### config.mk
export PLATFORM = sky130hd
export DESIGN_NAME = aes_shares_word_loader
export DESIGN_NICKNAME = d
export VERILOG_FILES = /design/src/rtl/aes_shares_word_loader.sv
export SDC_FILE = /design/constraint.sdc
export NUM_CORES = 1
export LEC_CHECK = 0
export CAP_MARGIN = 20
export CORE_MARGIN = 2
export CORE_UTILIZATION = 30
export DETAILED_ROUTE_END_ITERATION = 8
export DONT_BUFFER_PORTS = 1
export PLACE_DENSITY_LB_ADDON = 0.12
export RECOVER_POWER = 25
export SLEW_MARGIN = 20
export SYNTH_ARGS = -nofsm -noshare
export SYNTH_HDL_FRONTEND = slang
export SYNTH_SLANG_ARGS = --single-unit
### constraint.sdc
create_clock -name clk -period 43.3 [get_ports clk]
set_clock_uncertainty 0.15 [all_clocks]
set_input_delay 8.66 -clock clk [delete_from_list [all_inputs] [get_ports clk]]
set_output_delay 8.66 -clock clk [all_outputs]
set_load 0.01 [all_outputs]
### src/rtl/aes_shares_word_loader.sv
// Word-serial input front end for the masked AES-128 top.
//
// Collects a 32-bit valid/ready word stream into the full shared key and
// plaintext buses and presents them together on a valid/ready output. The
// output side connects straight to the AES top's input handshake.
//
// Word order within a block is key words first, then plaintext words. Both
// are share-major: word index i = 4*s + w lands at [32*i +: 32], which is
// [128*s + 32*w +: 32]. A block whose first word carries in_key_reuse=1 skips
// the key words and reuses the stored key, provided a complete key is held.
//
// Ports:
//   clk                  clock, all state updates on the rising edge
//   rst                  asynchronous active-high reset
//   in_valid/in_ready    word stream handshake
//   in_data              share word
//   in_key_reuse         sampled with the first word of a block only
//   out_valid/out_ready  assembled block handshake (to the AES top)
//   out_shares_key       key shares, share s at [128*s +: 128]
//   out_shares_plaintext plaintext shares, same layout
//   key_valid            a complete key is stored and can be reused
module aes_shares_word_loader #(
    parameter int unsigned d = 2
) (
    input  logic             clk,
    input  logic             rst,
    input  logic             in_valid,
    output logic             in_ready,
    input  logic [31:0]      in_data,
    input  logic             in_key_reuse,
    output logic             out_valid,
    input  logic             out_ready,
    output logic [128*d-1:0] out_shares_key,
    output logic [128*d-1:0] out_shares_plaintext,
    output logic             key_valid
);

    localparam int unsigned NumWords = 4 * d;
    localparam int unsigned CntW     = $clog2(NumWords);
    localparam logic [CntW-1:0] LastWord = CntW'(NumWords - 1);

    typedef enum logic [1:0] {
        StIdle,
        StLoadKey,
        StLoadPt,
        StFull
    } state_e;

    state_e           state_q, state_d;
    logic [CntW-1:0]  cnt_q, cnt_d;
    logic [128*d-1:0] key_q, key_d;
    logic [128*d-1:0] pt_q, pt_d;
    logic             key_valid_q, key_valid_d;
    logic             xfer;

    // Ready is forced low while reset is held, even though the state
    // register already reads Idle.
    assign in_ready             = ~rst & (state_q != StFull);
    assign xfer                 = in_valid & in_ready;
    assign out_valid            = (state_q == StFull);
    assign out_shares_key       = key_q;
    assign out_shares_plaintext = pt_q;
    assign key_valid            = key_valid_q;

    always_comb begin
        state_d     = state_q;
        cnt_d       = cnt_q;
        key_d       = key_q;
        pt_d        = pt_q;
        key_valid_d = key_valid_q;

        unique case (state_q)
            StIdle: begin
                if (xfer) begin
                    cnt_d = CntW'(1);
                    if (in_key_reuse && key_valid_q) begin
                        pt_d[31:0] = in_data;
                        state_d    = StLoadPt;
                    end else begin
                        // A reuse request without a stored key falls back to
                        // a full key load.
                        key_d[31:0] = in_data;
                        key_valid_d = 1'b0;
                        state_d     = StLoadKey;
                    end
                end
            end

            StLoadKey: begin
                if (xfer) begin
                    key_d[32*cnt_q +: 32] = in_data;
                    if (cnt_q == LastWord) begin
                        key_valid_d = 1'b1;
                        cnt_d       = '0;
                        state_d     = StLoadPt;
                    end else begin
                        cnt_d = cnt_q + CntW'(1);
                    end
                end
            end

            StLoadPt: begin
                if (xfer) begin
                    pt_d[32*cnt_q +: 32] = in_data;
                    if (cnt_q == LastWord) begin
                        cnt_d   = '0;
                        state_d = StFull;
                    end else begin
                        cnt_d = cnt_q + CntW'(1);
                    end
                end
            end

            StFull: begin
                if (out_ready) begin
                    // Plaintext is not kept after hand-off; the key is.
                    pt_d    = '0;
                    state_d = StIdle;
                end
            end

            default: begin
                state_d = StIdle;
                cnt_d   = '0;
            end
        endcase
    end

    always_ff @(posedge clk or posedge rst) begin
        if (rst) begin
            state_q     <= StIdle;
            cnt_q       <= '0;
            key_q       <= '0;
            pt_q        <= '0;
            key_valid_q <= 1'b0;
        end else begin
            state_q     <= state_d;
            cnt_q       <= cnt_d;
            key_q       <= key_d;
            pt_q        <= pt_d;
            key_valid_q <= key_valid_d;
        end
    end

endmodule

==> results_dict.tcl <==
set metrics [dict create \
    portBuffers 0 \
    cts_root_buf "clkbuf_16" \
    finalSetupTns_ns 0 \
    use_met2_pct 32.9 \
    ctsResizeCount 0 \
    start_util_pct 30.2 \
    grt_use_total_pct 20.1 \
    clk_latency_ns 0.61 \
    numCtsBuffers 57 \
    met3_usage_pct 7.64 \
    ys.flop_type "dfrtp_1" \
    cts_tree "done" \
    drt_wl_total_mm 70.1 \
    synthDominantCellAreaShare_pct 65.5 \
    drt-wirelength-per-cell_um 31.5 \
    rsz0062_at_grt "false" \
    syn-cell-area_um2 19800 \
    slew_headroom_pct -292 \
    grt_overflow_total 0 \
    min_path_cells 1 \
    drt-initial-drc-count 633 \
    vias 11900 \
    post-route-util_pct 34.5 \
    worst_pin_slew_ns 5.85 \
    grt_pass1_vias 12400 \
    path_cells "nor2_1" \
    drtPass1Iterations 5 \
    synthArstFlopShare_pct 100 \
    synth-seq-cells 518 \
    max-cap-violations 3 \
    timing.critical_path.buf_inv 0 \
    htreeDepth 2 \
    syn_avg_cell_area_um2 15.0 \
    hold_ws_ns 0.418 \
    die_x_um 261 \
    slew_viol_final 213 \
    dp_hpwl_mm 47.1 \
    post_cts_buffers 0 \
    synth_most_common_cell "dfrtp_1" \
    die-area_um2 68100 \
    setup_viol 0 \
    drive_gt1_share_pct 28.0 \
    p_leak_nw 11.0 \
    synth.yosys.seq_area_share_pct 65.5 \
    nNetsFinal 1359 \
    core_um2 65500 \
    status "complete, but fails checks" \
    crit_path_end_kind "output port" \
    crit_fanout 6 \
    hold_viol_final 0 \
    clk_pin_slew_worst_paths_ns 0.06 \
    area_growth_pct 14.3 \
    ant_nets 0 \
    ir_drop_mv 0.0351 \
    synth_warnings 0 \
    grt_max_degree 132 \
    fin_crit_sh_pct 40.7 \
    max_stage_delay_ns 0.17 \
    ys_types 42 \
    use_met1_pct 24.3 \
    yosys-top-cells-count "518 x dfrtp_1, 255 x a22o_1, 246 x mux2_2" \
    post_drt_via_cell_ratio 5.35 \
    drc_errors 0 \
    cp.arrival_ns 8.83 \
    num_io_pins 552 \
    cp_top_family "simple AND/OR/NAND/NOR gates" \
    path_class "primary input to output port" \
    cts_max_path_buffers 3 \
    critPathRequiredTime_ns 34.49 \
    yosysTopAreaCell "dfrtp_1" \
    worst-path-stages 1 \
    worst_path_max_delay_cell "nor2_1" \
    place.gp.congestion 0.789 \
    fin_crit_ns 17.64 \
    grt_antenna_before_repair 8 \
    cp-start-kind "primary input" \
    die_h_um 261 \
    rows 94 \
    min_path_type "flop to flop" \
    synth_edf_count 0 \
    syn_nets 1370 \
    clock.fmax_mhz 56.7 \
    cts_hold_buffers 0 \
    p_per_area_nw_per_um2 70.3 \
    clkSinkCount 518 \
    syn_inst 1322 \
    r2r_cells 7 \
    synth_area_leaders "dfrtp_1 65%, mux2_2 14%, a22o_1 11%, and2_1 3.1%, clkbuf_1 0.91%" \
    grt_pass1_wl_mm 98.2 \
    violations "max-capacitance violations, max-slew violations" \
    busiest_layer "met2" \
]
## path summary, 6_finish.rpt
| check | start | to | slack [ns] |
|---|---|---|---|
| max | rst | in_ready | 25.66 |
| min | out_shares_key[228] | out_shares_key[228] | 0.42 |
| max reg2reg | cnt_q[0] | out_shares_plaintext[146] | 38.95 |
| min reg2reg | out_shares_key[228] | out_shares_key[228] | 0.42 |
| max in group asynchronous | rst | out_shares_plaintext[22] | 27.25 |
| min in group asynchronous | rst | out_shares_plaintext[136] | 9.58 |
## cells by family after synthesis
family                   Yosys count  share of synthesized area [%]
multiplexers                     259                           14.7
AND/OR/NAND/NOR                  148                           4.54
buffers and inverters            105                           2.41
AO/OA/AOI/OAI                    281                           12.1
flip-flops                       518                           65.5
adder cells (fa/ha/maj)           11                          0.695
## metrics by stage
stage | setup slack, ns | power (W) | cells | area (µm²)
2_1_floorplan | 20.02 | 0.000970 | 1322 | 19800
3_3_place_gp | 25.64 | 0.00111 | 2113 | 20700
3_5_place_dp | 25.65 | 0.00112 | 2114 | 20700
4_1_cts | 25.65 | 0.00161 | 2221 | 22600
5_1_grt | 25.64 | 0.00167 | 2223 | 22600
6_report | 25.66 | 0.00159 | 2226 | 22600
## power breakdown
| group | leakage (nW) | total [W] | internal [W] | switching (W) |
|---|---|---|---|---|
| logic | 2.99 | 0.000310 | 0.000138 | 0.000172 |
| clock network | 0.926 | 0.000486 | 0.000285 | 0.000202 |
| registers | 7.08 | 0.000793 | 0.000608 | 0.000185 |
| total | 11.0 | 0.00159 | 0.00103 | 0.000559 |
## state kept, by name (all words and copies together), names as in the netlist
signal / flops
state_q: 2
cnt_q: 3
out_shares_plaintext: 256
out_shares_key: 256
key_valid: 1
## cell type report
type / instances / area [µm²]
clock buffers: 87 / 1680
inverters: 10 / 38.8
clock inverters: 20 / 189
fillers: 6292 / 42900
repair buffers: 25 / 233
multi-input cells: 699 / 6430
flip-flops and latches: 518 / 13000
diodes: 3 / 7.51
well taps: 864 / 1080
## cells in the final DEF, fill, tap and decap left out, types with 2 or more instances in the layout
master     Yosys  routed
dfrtp_1      518     518
a22o_1       255     255
mux2_2       246     246
and2_1        98      94
clkbuf_16      0      59
clkbuf_1      48      20
buf_4          0      20
clkinv_2       0      13
mux2_1        12      12
ha_1          11      11
clkbuf_8       0      10
inv_1         10       9
and3_1        10       8
nor2_1         9       8
nand2_1        9       7
a21o_1         4       4
and2_2         0       4
o21ai_0        4       4
a21oi_1        4       4
diode_2        0       3
nor3b_1        3       3
nor2b_1        3       3
o22ai_1        3       3
bufinv_16      0       3
o21ai_4        0       2
nand3_1        2       2
nand2_4        0       2
and2_4         0       2
and3_2         0       2
clkinv_4       0       2
buf_16         0       2
## layer usage
layer | vias to the layer above | wire, µm
met3 | 121 | 6920
met5 | - | 26
li1 | 4837 | -
met2 | 515 | 34300
met4 | 4 | 2030
met1 | 6421 | 26800
Power figures use the tool's default switching activity.
==> variant 1, RTL diff (config.mk and constraints unchanged) <==
Take the reset off `pt_q` and load it in a clocked block of its own.
--- a/src/rtl/aes_shares_word_loader.sv
+++ b/src/rtl/aes_shares_word_loader.sv
@@ -131,16 +131,18 @@
             state_q     <= StIdle;
             cnt_q       <= '0;
             key_q       <= '0;
-            pt_q        <= '0;
             key_valid_q <= 1'b0;
         end else begin
             state_q     <= state_d;
             cnt_q       <= cnt_d;
             key_q       <= key_d;
-            pt_q        <= pt_d;
             key_valid_q <= key_valid_d;
         end
     end
 
+    always_ff @(posedge clk) begin
+        pt_q <= pt_d;
+    end
+
 endmodule
 
Function: same outputs for any inputs over 4 cycles, from zero or initial values and one cycle with rst high; that may be too few to reach the edited logic, so the function may still have changed.
==> variant 1 against the original RTL <==
- the flow still finishes with violations (max-capacitance violations, max-slew violations)
- synthesized cell count rose by 40%
- area after synthesis rose by 17%
- setup slack got worse by 270 ps
- clock power rose by 3%
- critical path type unchanged
- cell area rose by 14%
- power rose by 40%
- highest routed layer unchanged
- global-route usage rose by 1.1 points
- routed wire length rose by 24%
- sequential power rose by 40%
- sequential cell count did not move
==> variant 1: results (changes against the original RTL) <==
status = complete, but fails checks (unchanged)
failing checks = max-capacitance violations, max-slew violations (unchanged)
routed vias/inst = 5.007 (was 5.345)
Hold Crit Start = out_shares_key[28]$_DFFE_PP0P_ (was out_shares_key[228]$_DFFE_PP0P_)
Slew Viols, Final = 137 (was 213)
number of global-route vias before repair = 14403 (was 12367)
Top Layer Used = met5 (unchanged)
Reg2Reg Setup Slack = 38430 ps (was 38950 ps)
CTS buffer count = 60 (was 57)
wire length on met3 = 7.653 mm (was 6.917 mm)
max incr delay on CP = 430 ps (was 170 ps)
share of flip-flops with an asynchronous set or reset = 50.58% (was 100.0%)
Peak VDD IR = 0.03901 mV (was 0.03513 mV)
post-CTS setup buffer count = 0 (unchanged)
Hold Path Sink = out_shares_key[28]$_DFFE_PP0P_ (was out_shares_key[228]$_DFFE_PP0P_)
WL met1 = 33.41 mm (was 26.82 mm)
FF-to-FF path depth = 6 (was 7)
placed insts = 2761 (was 2114)
mux cell area share after synthesis = 16.32% (was 14.73%)
Rel. slew slack = -161.2% (was -292.2%)
WL met2 = 43.59 mm (was 34.32 mm)
All-Layer GR Usage = 21.19% (was 20.05%)
worst hold path type = reg -> reg (unchanged)
initial antenna violation count = 16 (was 8)
largest net degree at the start of global routing = 85 (was 132)
Clock Root Buffer = clkbuf_16 (unchanged)
clock-pin transition on the worst setup and hold timing paths = 60 ps (about the same)
Synth Area in Compound Gates = 6.232% (was 12.15%)
first-pass GRT wire length = 119.2 mm (was 98.19 mm)
DR iter-0 viols = 1068 (was 633)
Nets = 1841 (was 1359)
Adder-Cell Fraction of Synth Area = 0.5410% (was 0.6952%)
Arrival @ worst endpoint = 9100 ps (was 8830 ps)
DR vias = 14430 (was 11898)
CP delay by family, top = simple AND/OR/NAND/NOR gates (unchanged)
count of cell types in the netlist = 45 (was 42)
Max Cap Viol = 2 (was 3)
worst reg2reg path endpoint = out_shares_plaintext[79]$_SDFFCE_PN0P_ (was out_shares_plaintext[146]$_DFFE_PP0P_)
layout cells sized above 1 = 21.15% (was 27.96%)
WHS = 413.7 ps (was 418.1 ps)
LEAKAGE = 11.30 nW (was 11.00 nW)
Post-synth EDFFs = 256 (was 0)
dpl hpwl = 56.07 mm (was 47.06 mm)
Placer Congestion = 0.7753 (was 0.7890)
Post-Syn Area per Cell = 12.54 µm² (was 14.97 µm²)
Syn Nets = 1892 (was 1370)
final wirelength = 87.29 mm (was 70.12 mm)
commonest cells in the netlist = 421 x nand2_1, 262 x dfrtp_1, 256 x edfxtp_1, 225 x a21oi_1, 170 x mux2_4 (was 518 x dfrtp_1, 255 x a22o_1, 246 x mux2_2, 98 x and2_1, 48 x clkbuf_1)
post-synthesis sequential area ratio = 61.59% (was 65.48%)
CP max FO = 3 (was 6)
RR Startpoint = state_q[1]$_DFFE_PP0P_ (was cnt_q[0]$_DFFE_PP0P_)
largest cells by area after synthesis = edfxtp_1 33%, dfrtp_1 28%, mux2_4 11%, nand2_1 6.8%, a21oi_1 4.9% (was dfrtp_1 65%, mux2_2 14%, a22o_1 11%, and2_1 3.1%, clkbuf_1 0.91%)
## variant 1: metal layers
metal | vias to the layer above | GRT usage, %
li1 | 6335 | -
met1 | 7464 | 25.12
met2 | 504 | 35.94
met3 | 125 | 7.425
met4 | 2 | 6.615
met5 | - | 0
## variant 1: final cells by class
cell class                      count  area [µm²]
Inverter                            9       35.03
Antenna cell                        8       20.02
Timing Repair Buffer               29       226.5
Multi-Input combinational cell   1176        8153
Fill cell                        7568       50180
Clock buffer                      100        1837
Clock inverter                     12       90.09
Sequential cell                   518       14240
Tap cell                         1030        1289
## variant 1: how the worst max path moves through the flow
| stage | end | cells after the start | slack (ps) | from |
|---|---|---|---|---|
| detailed placement | in_ready | 1 | 25350 | rst |
| floorplan | out_shares_plaintext[100]$_SDFFCE_PN0P_ | 3 | 23950 | rst |
| global route | in_ready | 1 | 25270 | rst |
| finish | in_ready | 1 | 25390 | rst |
| CTS | in_ready | 1 | 25350 | rst |
| global placement | in_ready | 1 | 25360 | rst |
## variant 1: cell families after synthesis
logic type	count (synthesis)
simple gates	614
flops	518
mux	281
compound gates	271
buf+inv	151
fa+ha+maj	10
## variant 1: stage by stage
stage	setup WS [ps]	area, µm²
after floorplan	23950	23130
after global placement	25360	23950
after detailed placement	25350	23950
after CTS	25350	25870
after global routing	25270	25880
final	25390	25890
## variant 1: power breakdown
part	switching [mW]	total, mW	internal (mW)
clock network	0.210	0.503	0.293
registers	0.294	1.11	0.817
logic	0.388	0.605	0.217
total	0.892	2.22	1.33
==> variant 2, RTL diff (config.mk and constraints unchanged) <==
Without the edit above. Set the parameter `d` to 4 (it was 2).
--- a/src/rtl/aes_shares_word_loader.sv
+++ b/src/rtl/aes_shares_word_loader.sv
@@ -20,7 +20,7 @@
 //   out_shares_plaintext plaintext shares, same layout
 //   key_valid            a complete key is stored and can be reused
 module aes_shares_word_loader #(
-    parameter int unsigned d = 2
+    parameter int unsigned d = 4
 ) (
     input  logic             clk,
     input  logic             rst,
Ports: changed (resized out_shares_key and out_shares_plaintext); port bits go from 552 to 1064. The function was not compared with the original's and may differ.
==> variant 2 against the original RTL <==
- the run still ends with max-capacitance violations, max-slew violations left
- global-route usage rose by 6.5 points
- area after synthesis is 98% higher
- power up 88%
- sequential power rose by 69%
- cell area up 98%
- sequential cell count increased by 513
- routed wire length grew to 2.6 times the old value
- via count up 140%
- highest routed layer unchanged
- setup slack better by 3.4 ps
- core utilization hardly changed
- largest cell class unchanged
- largest power group unchanged
==> variant 2: results (changes against the original RTL) <==
Adder-Cell Fraction of Synth Area = 0.3186% (was 0.6952%)
wire length on met3 = 18.54 mm (was 6.917 mm)
first-pass GRT wire length = 251.8 mm (was 98.19 mm)
Syn Nets = 3621 (was 1370)
fraction of area in multi-input gates = 27.97% (was 28.41%)
count of cell types in the netlist = 54 (was 42)
Synth Area in XOR/XNOR = 0.04461% (was 0%)
final setup vio count = 0 (unchanged)
layout cells sized above 1 = 8.053% (was 27.96%)
clock sinks = 1031 (was 518)
final wirelength = 182.0 mm (was 70.12 mm)
CTS buffer count = 114 (was 57)
LEAKAGE = 19.95 nW (was 11.00 nW)
Non-clk bufs = 71 (was 25)
post-synthesis sequential area ratio = 65.70% (was 65.48%)
buffering overhead = 1.070% (was 1.029%)
Skew-Pair Late Insertion Delay = 750 ps (was 610 ps)
mux cell area share after synthesis = 0.05098% (was 14.73%)
initial antenna violation count = 15 (was 8)
CP delay by family, top = simple AND/OR/NAND/NOR gates (unchanged)
Slew Viols, Final = 1354 (was 213)
Peak VDD IR = 0.05112 mV (was 0.03513 mV)
CTS H-tree depth = 3 (was 2)
Slew @ Worst Pin = 6215 ps (was 5850 ps)
DR iter-0 viols = 2569 (was 633)
crit path max-delay cell type = nor2_1 (unchanged)
worst hold path type = reg -> reg (unchanged)
largest cells by area after synthesis = dfrtp_1 66%, nand2_1 8.3%, o21ai_0 5.8%, a22o_1 5.6%, o31ai_1 3.8% (was dfrtp_1 65%, mux2_2 14%, a22o_1 11%, and2_1 3.1%, clkbuf_1 0.91%)
Synth Area in Compound Gates = 18.99% (was 12.15%)
Multi-input comb cells = 2223 (was 699)
layout clock buffer count = 171 (was 87)
failing checks = max-capacitance violations, max-slew violations (unchanged)
Clock Root Buffer = clkbuf_16 (unchanged)
DR vias = 28417 (was 11898)
Antenna Cells = 7 (was 3)
PostCTS Resize Cnt = 0 (unchanged)
cts hold-fix bufs = 0 (unchanged)
Residual DRC = 0 (unchanged)
status = complete, but fails checks (unchanged)
commonest cells in the netlist = 1031 x dfrtp_1, 868 x nand2_1, 454 x o21ai_0, 253 x a22o_1, 252 x clkbuf_1 (was 518 x dfrtp_1, 255 x a22o_1, 246 x mux2_2, 98 x and2_1, 48 x clkbuf_1)
met1 Usage GRT = 32.27% (was 24.27%)
sequential share of cell area = 57.60% (was 57.30%)
Fillers = 13126 (was 6292)
All-Layer GR Usage = 26.56% (was 20.05%)
CP max FO = 6 (unchanged)
Arrival @ worst endpoint = 8830 ps (about the same)
dpl hpwl = 119.7 mm (was 47.06 mm)
clk cell area share = 8.382% (was 8.269%)
WL met1 = 70.19 mm (was 26.82 mm)
largest net degree at the start of global routing = 125 (was 132)
GR Util met3 = 9.776% (was 7.644%)
Max Cap Viol = 25 (was 3)
1st-pass router iterations = 5 (unchanged)
inverters = 9 (was 10)
Nets = 3497 (was 1359)
max incr delay on CP = 170 ps (about the same)
port bufs = 0 (unchanged)
met2 usage = 43.20% (was 32.91%)
WL met2 = 86.92 mm (was 34.32 mm)
Placer Congestion = 0.8197 (was 0.7890)
==> variant 2: cell types whose count changed in the layout (fill, tap and decap cells not counted), sizes merged, moves of 33 or more <==
cell,before,now
and2,100,9
clkbuf,89,194
dfrtp,518,1031
mux2,258,0
nand2,10,870
nand2b,0,33
nand3,2,79
nor2,9,109
o21ai,7,465
o2bb2ai,0,107
o31ai,0,199
==> variant 2: worst register-to-register path: stages, from the launching register on <==
cell and delay [ps]:
dfrtp_1 760, inv_1 320, ha_2 390, buf_4 610, nor2_1 210, a31o_2 590
o2111ai_4 210, clkbuf_1 2040, o21ai_0 400
==> variant 2: path summary, 6_finish.rpt <==
path	from	to	slack [ps]	depth (start not counted)
setup / recovery	rst	in_ready	25660	1
hold / removal	out_shares_key[322]$_DFFE_PP0P_	out_shares_key[322]$_DFFE_PP0P_	390	2
setup reg to reg	cnt_q[0]$_DFFE_PP0P_	out_shares_key[25]$_DFFE_PP0P_	37360	8
hold reg to reg	out_shares_key[322]$_DFFE_PP0P_	out_shares_key[322]$_DFFE_PP0P_	390	2
max in group asynchronous	rst	out_shares_plaintext[308]$_DFFE_PP0P_	27640	2
min in group asynchronous	rst	out_shares_plaintext[511]$_DFFE_PP0P_	9630	1
==> variant 2: stage by stage <==
stage / area, µm² / utilization [%] / cells / setup WS (ps)
floorplan: 39270 / - / 3574 / 5463
global placement: 41080 / 31.69 / 5074 / 25650
detailed placement: 41100 / 31.70 / 5075 / 25660
CTS: 44860 / 34.60 / 5280 / 25660
global route: 44780 / 34.54 / 5283 / 25640
finish: 44790 / 34.55 / 5288 / 25660
==> variant 2: power by group <==
part | switching, mW | internal (mW) | total (mW)
sequential | 0.236 | 1.10 | 1.34
combinational | 0.516 | 0.153 | 0.669
clock | 0.421 | 0.565 | 0.986
total | 1.17 | 1.82 | 2.99
